[src/rtl/branch_target_unit.sv]
// Branch target unit: LUT-based branch targets, zero flag and return-address stack feeding the PC.
// Branch outputs are combinational, state updates on posedge; define BTU_ZFWD_EN to forward ZeroIn to BZ/BZR.
module branch_target_unit #(
  parameter int L         = 10,
  parameter int LUT_W     = 4,
  parameter int RAS_DEPTH = 4
) (
  input  logic             Clk,
  input  logic             Reset,
  input  logic             Start,
  input  logic [2:0]       Op,
  input  logic [LUT_W-1:0] LutIdx,
  input  logic [L-1:0]     PcIn,
  input  logic             FlagWe,
  input  logic             ZeroIn,
  input  logic             LutWe,
  input  logic [LUT_W-1:0] LutWaddr,
  input  logic [L-1:0]     LutWdata,
  output logic [L-1:0]     Target,
  output logic             BaddEn,
  output logic             BsubEn,
  output logic             Zero,
  output logic             RasFull,
  output logic             RasEmpty,
  output logic             Fault
);

  localparam int PTR_W = $clog2(RAS_DEPTH + 1);
  localparam int IDX_W = (RAS_DEPTH > 1) ? $clog2(RAS_DEPTH) : 1;
  localparam logic [PTR_W-1:0] FULL_PTR = PTR_W'(RAS_DEPTH);

  localparam logic [2:0] OP_NOP  = 3'b000;
  localparam logic [2:0] OP_BZ   = 3'b001;
  localparam logic [2:0] OP_BZR  = 3'b010;
  localparam logic [2:0] OP_JMP  = 3'b011;
  localparam logic [2:0] OP_CALL = 3'b100;
  localparam logic [2:0] OP_RET  = 3'b101;

  logic [L-1:0]     lut_q [2**LUT_W];
  logic [L-1:0]     ras_q [RAS_DEPTH];
  logic [PTR_W-1:0] ras_ptr_q, ras_ptr_d;
  logic             zf_q;
  logic             fault_q, fault_d;
  logic             push;
  logic             zf_use;
  logic [PTR_W-1:0] top_ptr;
  logic [IDX_W-1:0] top_idx;
  logic [IDX_W-1:0] push_idx;

  // ptr counts valid entries, so the top entry sits one below it
  assign top_ptr  = ras_ptr_q - PTR_W'(1);
  assign top_idx  = top_ptr[IDX_W-1:0];
  assign push_idx = ras_ptr_q[IDX_W-1:0];
  assign RasFull  = (ras_ptr_q == FULL_PTR);
  assign RasEmpty = (ras_ptr_q == '0);
  assign Fault    = fault_q;

`ifdef BTU_ZFWD_EN
  assign zf_use = FlagWe ? ZeroIn : zf_q;
`else
  assign zf_use = zf_q;
`endif

  always_comb begin
    Target    = '0;
    BaddEn    = 1'b0;
    BsubEn    = 1'b0;
    Zero      = 1'b0;
    push      = 1'b0;
    ras_ptr_d = ras_ptr_q;
    fault_d   = fault_q;
    if (!Reset && !Start) begin
      case (Op)
        OP_NOP: ;
        OP_BZ: begin
          Target = lut_q[LutIdx];
          BaddEn = 1'b1;
          Zero   = zf_use;
        end
        OP_BZR: begin
          Target = lut_q[LutIdx];
          BsubEn = 1'b1;
          Zero   = zf_use;
        end
        OP_JMP: begin
          Target = lut_q[LutIdx];
          BaddEn = 1'b1;
          Zero   = 1'b1;
        end
        OP_CALL: begin
          if (!RasFull) begin
            Target    = lut_q[LutIdx];
            BaddEn    = 1'b1;
            Zero      = 1'b1;
            push      = 1'b1;
            ras_ptr_d = ras_ptr_q + PTR_W'(1);
          end else begin
            fault_d = 1'b1;
          end
        end
        OP_RET: begin
          if (!RasEmpty) begin
            Target    = ras_q[top_idx];
            BaddEn    = 1'b1;
            Zero      = 1'b1;
            ras_ptr_d = top_ptr;
          end else begin
            fault_d = 1'b1;
          end
        end
        default: fault_d = 1'b1;
      endcase
    end
  end

  always_ff @(posedge Clk) begin
    if (Reset) begin
      for (int i = 0; i < 2**LUT_W; i++) lut_q[i] <= '0;
      for (int i = 0; i < RAS_DEPTH; i++) ras_q[i] <= '0;
      ras_ptr_q <= '0;
      zf_q      <= 1'b0;
      fault_q   <= 1'b0;
    end else begin
      // LUT and flag writes bypass Start so software can preload while the PC is held
      if (LutWe) lut_q[LutWaddr] <= LutWdata;
      if (FlagWe) zf_q <= ZeroIn;
      if (push) ras_q[push_idx] <= PcIn + L'(1);
      ras_ptr_q <= ras_ptr_d;
      fault_q   <= fault_d;
    end
  end

endmodule

[config.mk]
export PLATFORM = sky130hd
export DESIGN_NAME = branch_target_unit
export DESIGN_NICKNAME = d
export VERILOG_FILES = /design/src/rtl/branch_target_unit.sv
export SDC_FILE = /design/constraint.sdc
export NUM_CORES = 1
export LEC_CHECK = 0
export CAP_MARGIN = 20
export CELL_PAD_IN_SITES_DETAIL_PLACEMENT = 1
export CELL_PAD_IN_SITES_GLOBAL_PLACEMENT = 1
export CORE_MARGIN = 1
export CORE_UTILIZATION = 55
export DETAILED_ROUTE_END_ITERATION = 16
export PLACE_DENSITY_LB_ADDON = 0.1
export SLEW_MARGIN = 20
export SYNTH_ARGS = -nofsm -noshare
export SYNTH_HDL_FRONTEND = slang
export SYNTH_SLANG_ARGS = --single-unit
[constraint.sdc]
create_clock -name Clk -period 5 [get_ports Clk]
set_input_delay 1.5 -clock Clk [delete_from_list [all_inputs] [get_ports Clk]]
set_output_delay 1.5 -clock Clk [all_outputs]
set_load 0.02 [all_outputs]
After elaboration in Yosys (flattened, before gate mapping). Memory sizes are Yosys's and may differ from the RTL's. Index checks and enable logic that the tools add are counted.

Bits in writable memories: 200. Memories: 2. Flip-flop bits (word level): 5. Output and inout bits: 16. Word-level logic and storage cells: 67. Bits of input ports: 37.

Add/subtract/negate cells: 3. Reduce and logical (&&, ||, !) cells: 14. Multiplexer cells: 34. Equal/unequal tests: 10. Bitwise operators: 1.

Memory list: lut_q (words 16, width 10, read ports 1, clocked after Yosys merged registers in 0, write ports 16, RTL line 39) `logic [L-1:0] lut_q [2**LUT_W];`; ras_q (words 4, width 10, read ports 1, clocked after Yosys merged registers in 0, write ports 4, RTL line 40) `logic [L-1:0] ras_q [RAS_DEPTH];`.

Operators by type and width (number): 2-to-1 mux 10 bit (5); one-hot mux 10 bit (3 select lines) (1); 2-to-1 mux 1 bit (20); OR reduction 10 bit (2); adder 10 x 1 -> 10 bit, second input constant (1); equality test 3 bit, second input constant (3); != test 2 bit, second input constant (4); AND reduction 4 bit (2); equality test 3 x 2 -> 1 bit, second input constant (2); zero test 3 bit (2); 2-to-1 mux 3 bit (2); one-hot mux 1 bit (3 select lines) (2); one-hot mux 3 bit (2 select lines) (1); 2-to-1 mux 4 bit (1); one-hot mux 1 bit (4 select lines) (1); OR reduction 2 bit (2); OR reduction 4 bit (1); adder 3 x 1 -> 3 bit, second input constant (1); equality test 3 x 1 -> 1 bit, second input constant (1); OR reduction 3 bit (1); subtractor 3 x 1 -> 3 bit, second input constant (1); zero test 1 bit (2); 2-to-1 mux 2 bit (1); nonzero test 2 bit (1); 2 further kinds (2).

Logic depth before layout (Yosys ltp). Gate-level depths: netlist of the first run.

Word-level depth: 9. Gate-level depth with buffers: 10. Gate-level depth less buffers: 6.

Worst setup path before layout of the first run. OpenSTA, ideal clock, no wires.

Kind: in2out. Start: input port LutIdx[2]. End: output port Target[1]. Slack: 0.700 ns. Required time: 3.500 ns. Stages on the path: 6. Path buffers: 2. Arrival: 2.800 ns. Cells stage by stage: buf_6 -> buf_6 -> mux4_1 -> mux2_2 -> nand3_1 -> nand3_1.

Cells in the longest elaborated chain, start to end: 4.

RTL lines: start: declaration (RTL line 12) `input logic [LUT_W-1:0] LutIdx,`; memory (16 x 10 bit) (*); 2-to-1 mux 10 bit (RTL line 91) `if (!RasFull) begin`; one-hot mux 10 bit (3 select lines) (*) (RTL line 73) `case (Op)`; 2-to-1 mux 10 bit (*) (RTL line 72) `if (!Reset && !Start) begin`; end: declaration (RTL line 19) `output logic [L-1:0] Target,`.

Mark *: on every way between the ends. The rest lies on a longest branch, timed or not.

Worst setup path after layout of the first run.
Start: input port Op[0]. End: output port BsubEn.

Cells in the longest elaborated chain, start to end: 3.

RTL lines: start: declaration (RTL line 11) `input logic [2:0] Op,`; equality test 3 x 2 -> 1 bit (RTL line 73); 2-to-1 mux 1 bit (RTL line 73); 2-to-1 mux 1 bit (RTL line 72); end: declaration (RTL line 21) `output logic BsubEn,`.

Every way passes these cells.

==> results of run 1 <==
## timing repair
action / CTS / global route
gates resized for setup: 13 / 2
hold buffers: 0 / 0
cloned: 1 / 0
setup endpoints to repair: 10 / 1
## critical path: cells and delay by family
family / cells / cell delay (ps)
buf+inv: 3 / 1270
simple gates: 2 / 640
## final cells by class
cell class	count	share of cell area (%)
Clock buffer	24	4.87
Clock inverter	15	2.49
Inverter	9	0.284
Multi-Input combinational cell	418	30.0
Sequential cell	205	51.3
Tap cell	225	2.37
Timing Repair Buffer	101	8.64
## cell families (layout without fill, tap and decap cells)
| family | after synthesis | count (layout) |
|---|---|---|
| buf+inv | 61 | 149 |
| xor+xnor | 8 | 8 |
| mux | 74 | 74 |
| fa+ha+maj | 4 | 4 |
| compound gates | 16 | 16 |
| flops | 205 | 205 |
| simple gates | 316 | 316 |
## cell usage in the layout (no fill, tap or decap), types with 2 or more instances in the layout
master and count:
a211oi_1 2, a21oi_1 4, and2_1 161, buf_12 11
buf_4 37, bufinv_16 9, clkbuf_16 23, clkdlybuf4s50_1 40
clkinv_1 3, clkinv_2 3, dfxtp_1 5, dlygate4sd2_1 10
edfxtp_1 200, ha_1 4, inv_1 9, mux2_2 20
mux2i_1 4, mux4_1 42, mux4_2 8, nand2_1 13
nand2b_1 7, nand3_1 36, nand4_1 2, nand4bb_1 2
nor2_1 54, nor2_2 2, nor3_1 6, nor3_4 2
nor4_1 2, o21ai_0 4, or2_2 17, or3_1 2
xnor2_1 3, xor2_1 5
## power by group through the flow
stage                     clock [W]  sequential, W  combinational [W]
after floorplan                   0        0.00202           0.000208
after global placement            0        0.00203           0.000347
after detailed placement          0        0.00204           0.000360
after CTS                   0.00200        0.00201           0.000369
after global routing        0.00204        0.00201           0.000386
final                       0.00199        0.00201           0.000368
## per-stage QoR
stage	TNS (ps)	std cells	worst slack, ps
final	0	997	85.4
after global placement	-1820	957	-203
after global routing	0	997	31.5
after floorplan	0	684	700
after CTS	0	997	5.35
after detailed placement	-2120	957	-246
## state kept, by name (all words and copies together) (netlist names)
name       count
lut_q        160
ras_ptr_q      3
Fault          1
zf_q           1
ras_q         40
## worst paths after layout
kind	start	end	slack, ps	depth (start not counted)
setup / recovery	Op[0]	BsubEn	90	5
hold / removal	Fault	Fault	500	2
setup reg to reg	ras_ptr_q[0]	ras_q[0][2]	2170	8
hold reg to reg	Fault	Fault	500	2
## Yosys cell counts (3+ instances only)
library cell,count
nand2b_1,7
or2_2,17
nand3_1,36
ha_1,4
nand2_1,13
o21ai_0,4
clkbuf_8,4
mux4_1,44
xor2_1,5
edfxtp_1,200
and2_1,161
mux2i_1,4
xnor2_1,3
nor3_1,6
mux4_2,6
dfxtp_1,5
mux2_2,20
a21oi_1,4
inv_1,9
clkbuf_1,35
buf_2,4
nor2_1,54
buf_6,3
## layer usage
| layer | vias to the layer above | track usage, % | part of all wire (%) |
|---|---|---|---|
| met3 | 70 | 3.89 | 5.2 |
| met2 | 213 | 51.6 | 51 |
| met5 | - | 0 | 0 |
| li1 | 2677 | - | - |
| met4 | 0 | 12.7 | 4.1 |
| met1 | 3174 | 39.7 | 40 |
==> results.py, run 1 <==
metrics = {
    "synth": {
        "synth_compound_area_share_pct": 1.01,
        "synth_area_leader_cell": "edfxtp_1",
        "synthFlopType": "edfxtp_1",
        "synth_area_leaders": "edfxtp_1 (60%), mux4_1 (12%), and2_1 (10%)",
        "synthXorXnorAreaFrac_pct": 0.699,
        "synth_top_area_share_pct": 60.0,
        "synth_mux_area_share_pct": 15.5,
        "async_flop_share_pct": 0,
        "synth_top_family_by_area": "simple AND/OR/NAND/NOR gates",
        "syn_avg_cell_area_um2": 14.6,
        "synth_seq_cells": 205,
        "synth_edf_count": 200,
        "syn-num-nets": 725,
        "ys.warnings.count": 0,
        "syn_area_mm2": 0.0100,
        "synth_cell_types": 51,
        "synth_simple_gate_area_share_pct": 18.0,
        "synth-seq-area-share_pct": 61.0,
        "syn_inst": 684,
        "synthAdderAreaFrac_pct": 0.500,
    },
    "power_and_ir_drop": {
        "p_comb_share_pct": 8.4,
        "clkPwrFrac_pct": 45.6,
        "power_frac_seq_pct": 46.0,
        "p_total_w": 0.00436,
        "swShare_pct": 21.1,
        "power.leakage_nw": 4.44,
        "p_sw_w": 0.000919,
        "power_density_mw_per_mm2": 366,
        "p_int_w": 0.00344,
        "ir_worst_vdd_uv": 309,
    },
    "critical_path": {
        "max_stage_delay_ps": 640,
        "cp-start-kind": "primary input",
        "required_ps": 3500,
        "critPathMaxFanout": 6,
        "critPathCaptureType": "primary output",
        "critPathSlowestCell": "clkdlybuf4s50_1",
        "cp_common_cell": "clkdlybuf4s50_1",
        "crit_type": "primary input to primary output",
        "crit_chain": "clkdlybuf4s50_1 > buf_4 > or3_1 > nor3b_1 > clkdlybuf4s50_1",
        "arrival_ps": 3410,
    },
    "timing": {
        "post-route-period-util_pct": 98.3,
        "finalHoldViolCount": 0,
        "worst_pin_slew_ps": 816,
        "min_period_ps": 4910,
        "setup_viol": 0,
        "worst_hold_slack_ps": 500,
        "max_freq_ghz": 0.203,
        "rsz0062_at_grt": "no",
        "max-slew-margin-rel_pct": 45.4,
        "clock_skew_ps": 9.36,
        "finalMaxSlewViolations": 0,
    },
    "placement": {
        "portBuffers": 52,
        "place_congestion": 0.796,
        "hpwl_um": 17500,
        "dpl-instance-area_mm2": 0.0110,
    },
    "drt": {
        "drt_iter0_markers": 490,
        "vias_per_cell": 6.15,
        "drc": 0,
        "ant_nets": 0,
        "vias": 6134,
        "avgRoutedWirePerCell_um": 27.1,
        "wl_um": 27000,
        "drt-pass1-iter-count": 5,
    },
    "finish": {
        "nNetsFinal": 798,
        "drive_gt1_share_pct": 17.6,
        "synthToLayoutAreaGrowth_pct": 18.8,
        "postLayoutCellArea_mm2": 0.0119,
        "multi_input_area_mm2": 0.00357,
        "fillCellCount": 1589,
        "regArea_mm2": 0.00611,
        "final_util_pct": 67.9,
        "n_antenna_cell": 0,
    },
    "clock_tree": {
        "clk_path_buf_depth": 3,
        "cts_tree": "done",
        "cts_made_buffers": 22,
        "cts-root-buf": "clkbuf_16",
        "clk_pin_slew_ps": 60,
        "clock_latency_ps": 510,
        "cts_max_level": 1,
        "post_cts_buffers": 0,
        "cts_sinks": 205,
    },
    "floorplan": {
        "fp.dieH_um": 137,
        "boundaryPins": 53,
        "dieArea_mm2": 0.0188,
        "start_util_pct": 57.1,
        "core_region_area_mm2": 0.0175,
        "die_x_um": 137,
        "row_count": 48,
    },
    "run_status": {
        "outcome": "completed",
    },
    "min_path": {
        "min_path_type": "flip-flop to flip-flop",
    },
    "global_route": {
        "groute.usage.overall_pct": 30.5,
        "grt_max_degree": 30,
        "antenna_found_initial": 0,
        "first_global_vias": 6641,
        "grt_pass1_wl_um": 40500,
        "grt_overflow_total": 0,
    },
    "job": {
        "cap_violations": 0,
    },
}
Power figures use the tool's default switching activity.
==> run 2, diff against run 1 <==
- CORE_UTILIZATION: 55 -> 46
- TNS_END_PERCENT: not set -> 5
- clock period: 5 -> 4.3 ns (I/O delays scaled with it)
==> results.py, run 2 (synthesis results as in run 1) <==
metrics = {
    "run_status": {
        "outcome": "completed",
    },
    "clock_tree": {
        "cts_sinks": 205,
        "cts-root-buf": "clkbuf_16",
        "cts_made_buffers": 23,
        "postCtsHoldBufs": 0,
        "cts_tree": "done",
        "clk_path_buf_depth": 3,
        "clk_pin_slew_ps": 60,
        "cts_max_level": 1,
        "clock_latency_ps": 500,
    },
    "min_path": {
        "min_path_type": "flip-flop to flip-flop",
    },
    "floorplan": {
        "dieArea_mm2": 0.0224,
        "row_count": 53,
        "core_region_area_mm2": 0.0212,
        "fp.dieH_um": 150,
        "die_x_um": 150,
        "start_util_pct": 47.4,
        "boundaryPins": 53,
    },
    "finish": {
        "top_register": "lut_q",
        "nNetsFinal": 797,
        "largest_register_ffs": 160,
        "drive_gt1_share_pct": 19.2,
        "n_antenna_cell": 0,
        "multi_input_area_mm2": 0.00358,
        "largest_registers": "lut_q x160, ras_q x40, ras_ptr_q x3",
        "final_common_cell": "edfxtp_1",
        "regArea_mm2": 0.00611,
        "stdcell_count": 1047,
        "fillCellCount": 2039,
        "layout_common_cells": "edfxtp_1 (200), and2_1 (161), nor2_1 (54), mux4_1 (38), clkdlybuf4s50_1 (37)",
        "synthToLayoutAreaGrowth_pct": 18.2,
    },
    "timing": {
        "layout_setup_ws_ps": 35.5,
        "rsz0062_at_grt": "yes",
        "setup_tns_ps": 0,
        "worst_hold_slack_ps": 500,
        "clock_skew_ps": 5.11,
        "max_freq_ghz": 0.234,
        "post-route-period-util_pct": 99.2,
        "finalMaxSlewViolations": 0,
        "max-slew-margin-rel_pct": 41.7,
        "worst_pin_slew_ps": 871,
        "min_period_ps": 4260,
        "setup_viol": 0,
        "finalHoldViolCount": 0,
    },
    "placement": {
        "portBuffers": 52,
        "hpwl_um": 17300,
        "placed_cells": 1001,
        "place_congestion": 0.783,
        "place_ws_ps": -571,
    },
    "global_route": {
        "grt_overflow_total": 0,
        "antenna_found_initial": 0,
        "grt_max_degree": 30,
        "groute.usage.overall_pct": 24.2,
        "first_global_vias": 6383,
        "grt_pass1_wl_um": 39000,
    },
    "critical_path": {
        "critPathCaptureType": "primary output",
        "required_ps": 3010,
        "critPathMaxFanout": 8,
        "arrival_ps": 2970,
        "rrSetupSlack_ps": 1960,
        "crit_type": "primary input to primary output",
        "cp-start-kind": "primary input",
    },
    "power_and_ir_drop": {
        "power_frac_seq_pct": 48.4,
        "power_density_mw_per_mm2": 406,
        "ir_worst_vdd_uv": 283,
        "clkPwrFrac_pct": 42.6,
        "swShare_pct": 21.7,
        "power.leakage_nw": 4.38,
        "p_sw_w": 0.00104,
        "p_int_w": 0.00377,
        "p_comb_share_pct": 9.0,
        "p_total_w": 0.00481,
    },
    "drt": {
        "drc": 0,
        "vias_per_cell": 5.71,
        "vias": 5978,
        "wl_um": 26400,
        "drt_iter0_markers": 377,
        "ant_nets": 0,
        "avgRoutedWirePerCell_um": 25.2,
        "drt-pass1-iter-count": 4,
    },
    "job": {
        "cap_violations": 0,
    },
}
## run 2: changes by cell type in the layout (fill, tap and decap cells not counted), moves of 3 or more
cell / before / now
dlygate4sd2_1: 10 / 3
buf_2: 1 / 7
buf_4: 37 / 33
bufinv_16: 9 / 5
clkinv_1: 3 / 7
mux4_1: 42 / 38
mux4_2: 8 / 12
buf_6: 0 / 3
clkdlybuf4s50_1: 40 / 37
## run 2: what timing repair did
action                                  CTS  global route
setup buffers                             0             3
resized for setup                        41            20
endpoints found under the setup margin   13            10
endpoints found under the hold margin     0             0
pin swaps                                 0             0
gates cloned                              1             1
## run 2: through the flow
stage	util (%)	area [um2]
2_1_floorplan	-	10000
3_3_place_gp	52.0	11000
3_5_place_dp	52.0	11000
4_1_cts	55.8	11800
5_1_grt	56.0	11800
6_report	56.0	11800
## run 2: worst max-delay path, stage by stage
cell     delay (ps)
buf_6           120
buf_12          160
buf_12          120
mux4_1          550
mux2_2          320
nand3_2         110
nand3_2         110
buf_2           180
## run 2: per-layer routing
metal | wire [um] | vias to the layer above | track usage, %
met4 | 575 | 0 | 7.50
met2 | 13400 | 150 | 41.9
met1 | 11100 | 3108 | 31.7
met3 | 1230 | 36 | 3.05
met5 | 0 | - | 0
li1 | - | 2684 | -
## run 2: power groups by stage
stage	logic [W]	registers [W]	clock network (W)
finish	0.000432	0.00233	0.00205
global route	0.000458	0.00233	0.00215
CTS	0.000427	0.00233	0.00209
detailed placement	0.000422	0.00237	0
global placement	0.000412	0.00236	0
floorplan	0.000241	0.00235	0
## run 2: cell type report
class	count	share of cell area, %
repair buffers	99	8.42
flip-flops and latches	205	51.6
well taps	275	2.91
multi-input cells	418	30.2
inverters	9	0.285
clock inverters	17	1.73
clock buffers	24	4.89
## run 2: path summary, 6_finish.rpt
check	end	startpoint	depth (start not counted)
worst max-delay path	Target[6]	LutIdx[2]	8
worst min-delay path	Fault	Fault	2
worst max register to register	ras_q[0][5]	ras_ptr_q[1]	6
worst min register to register	Fault	Fault	2
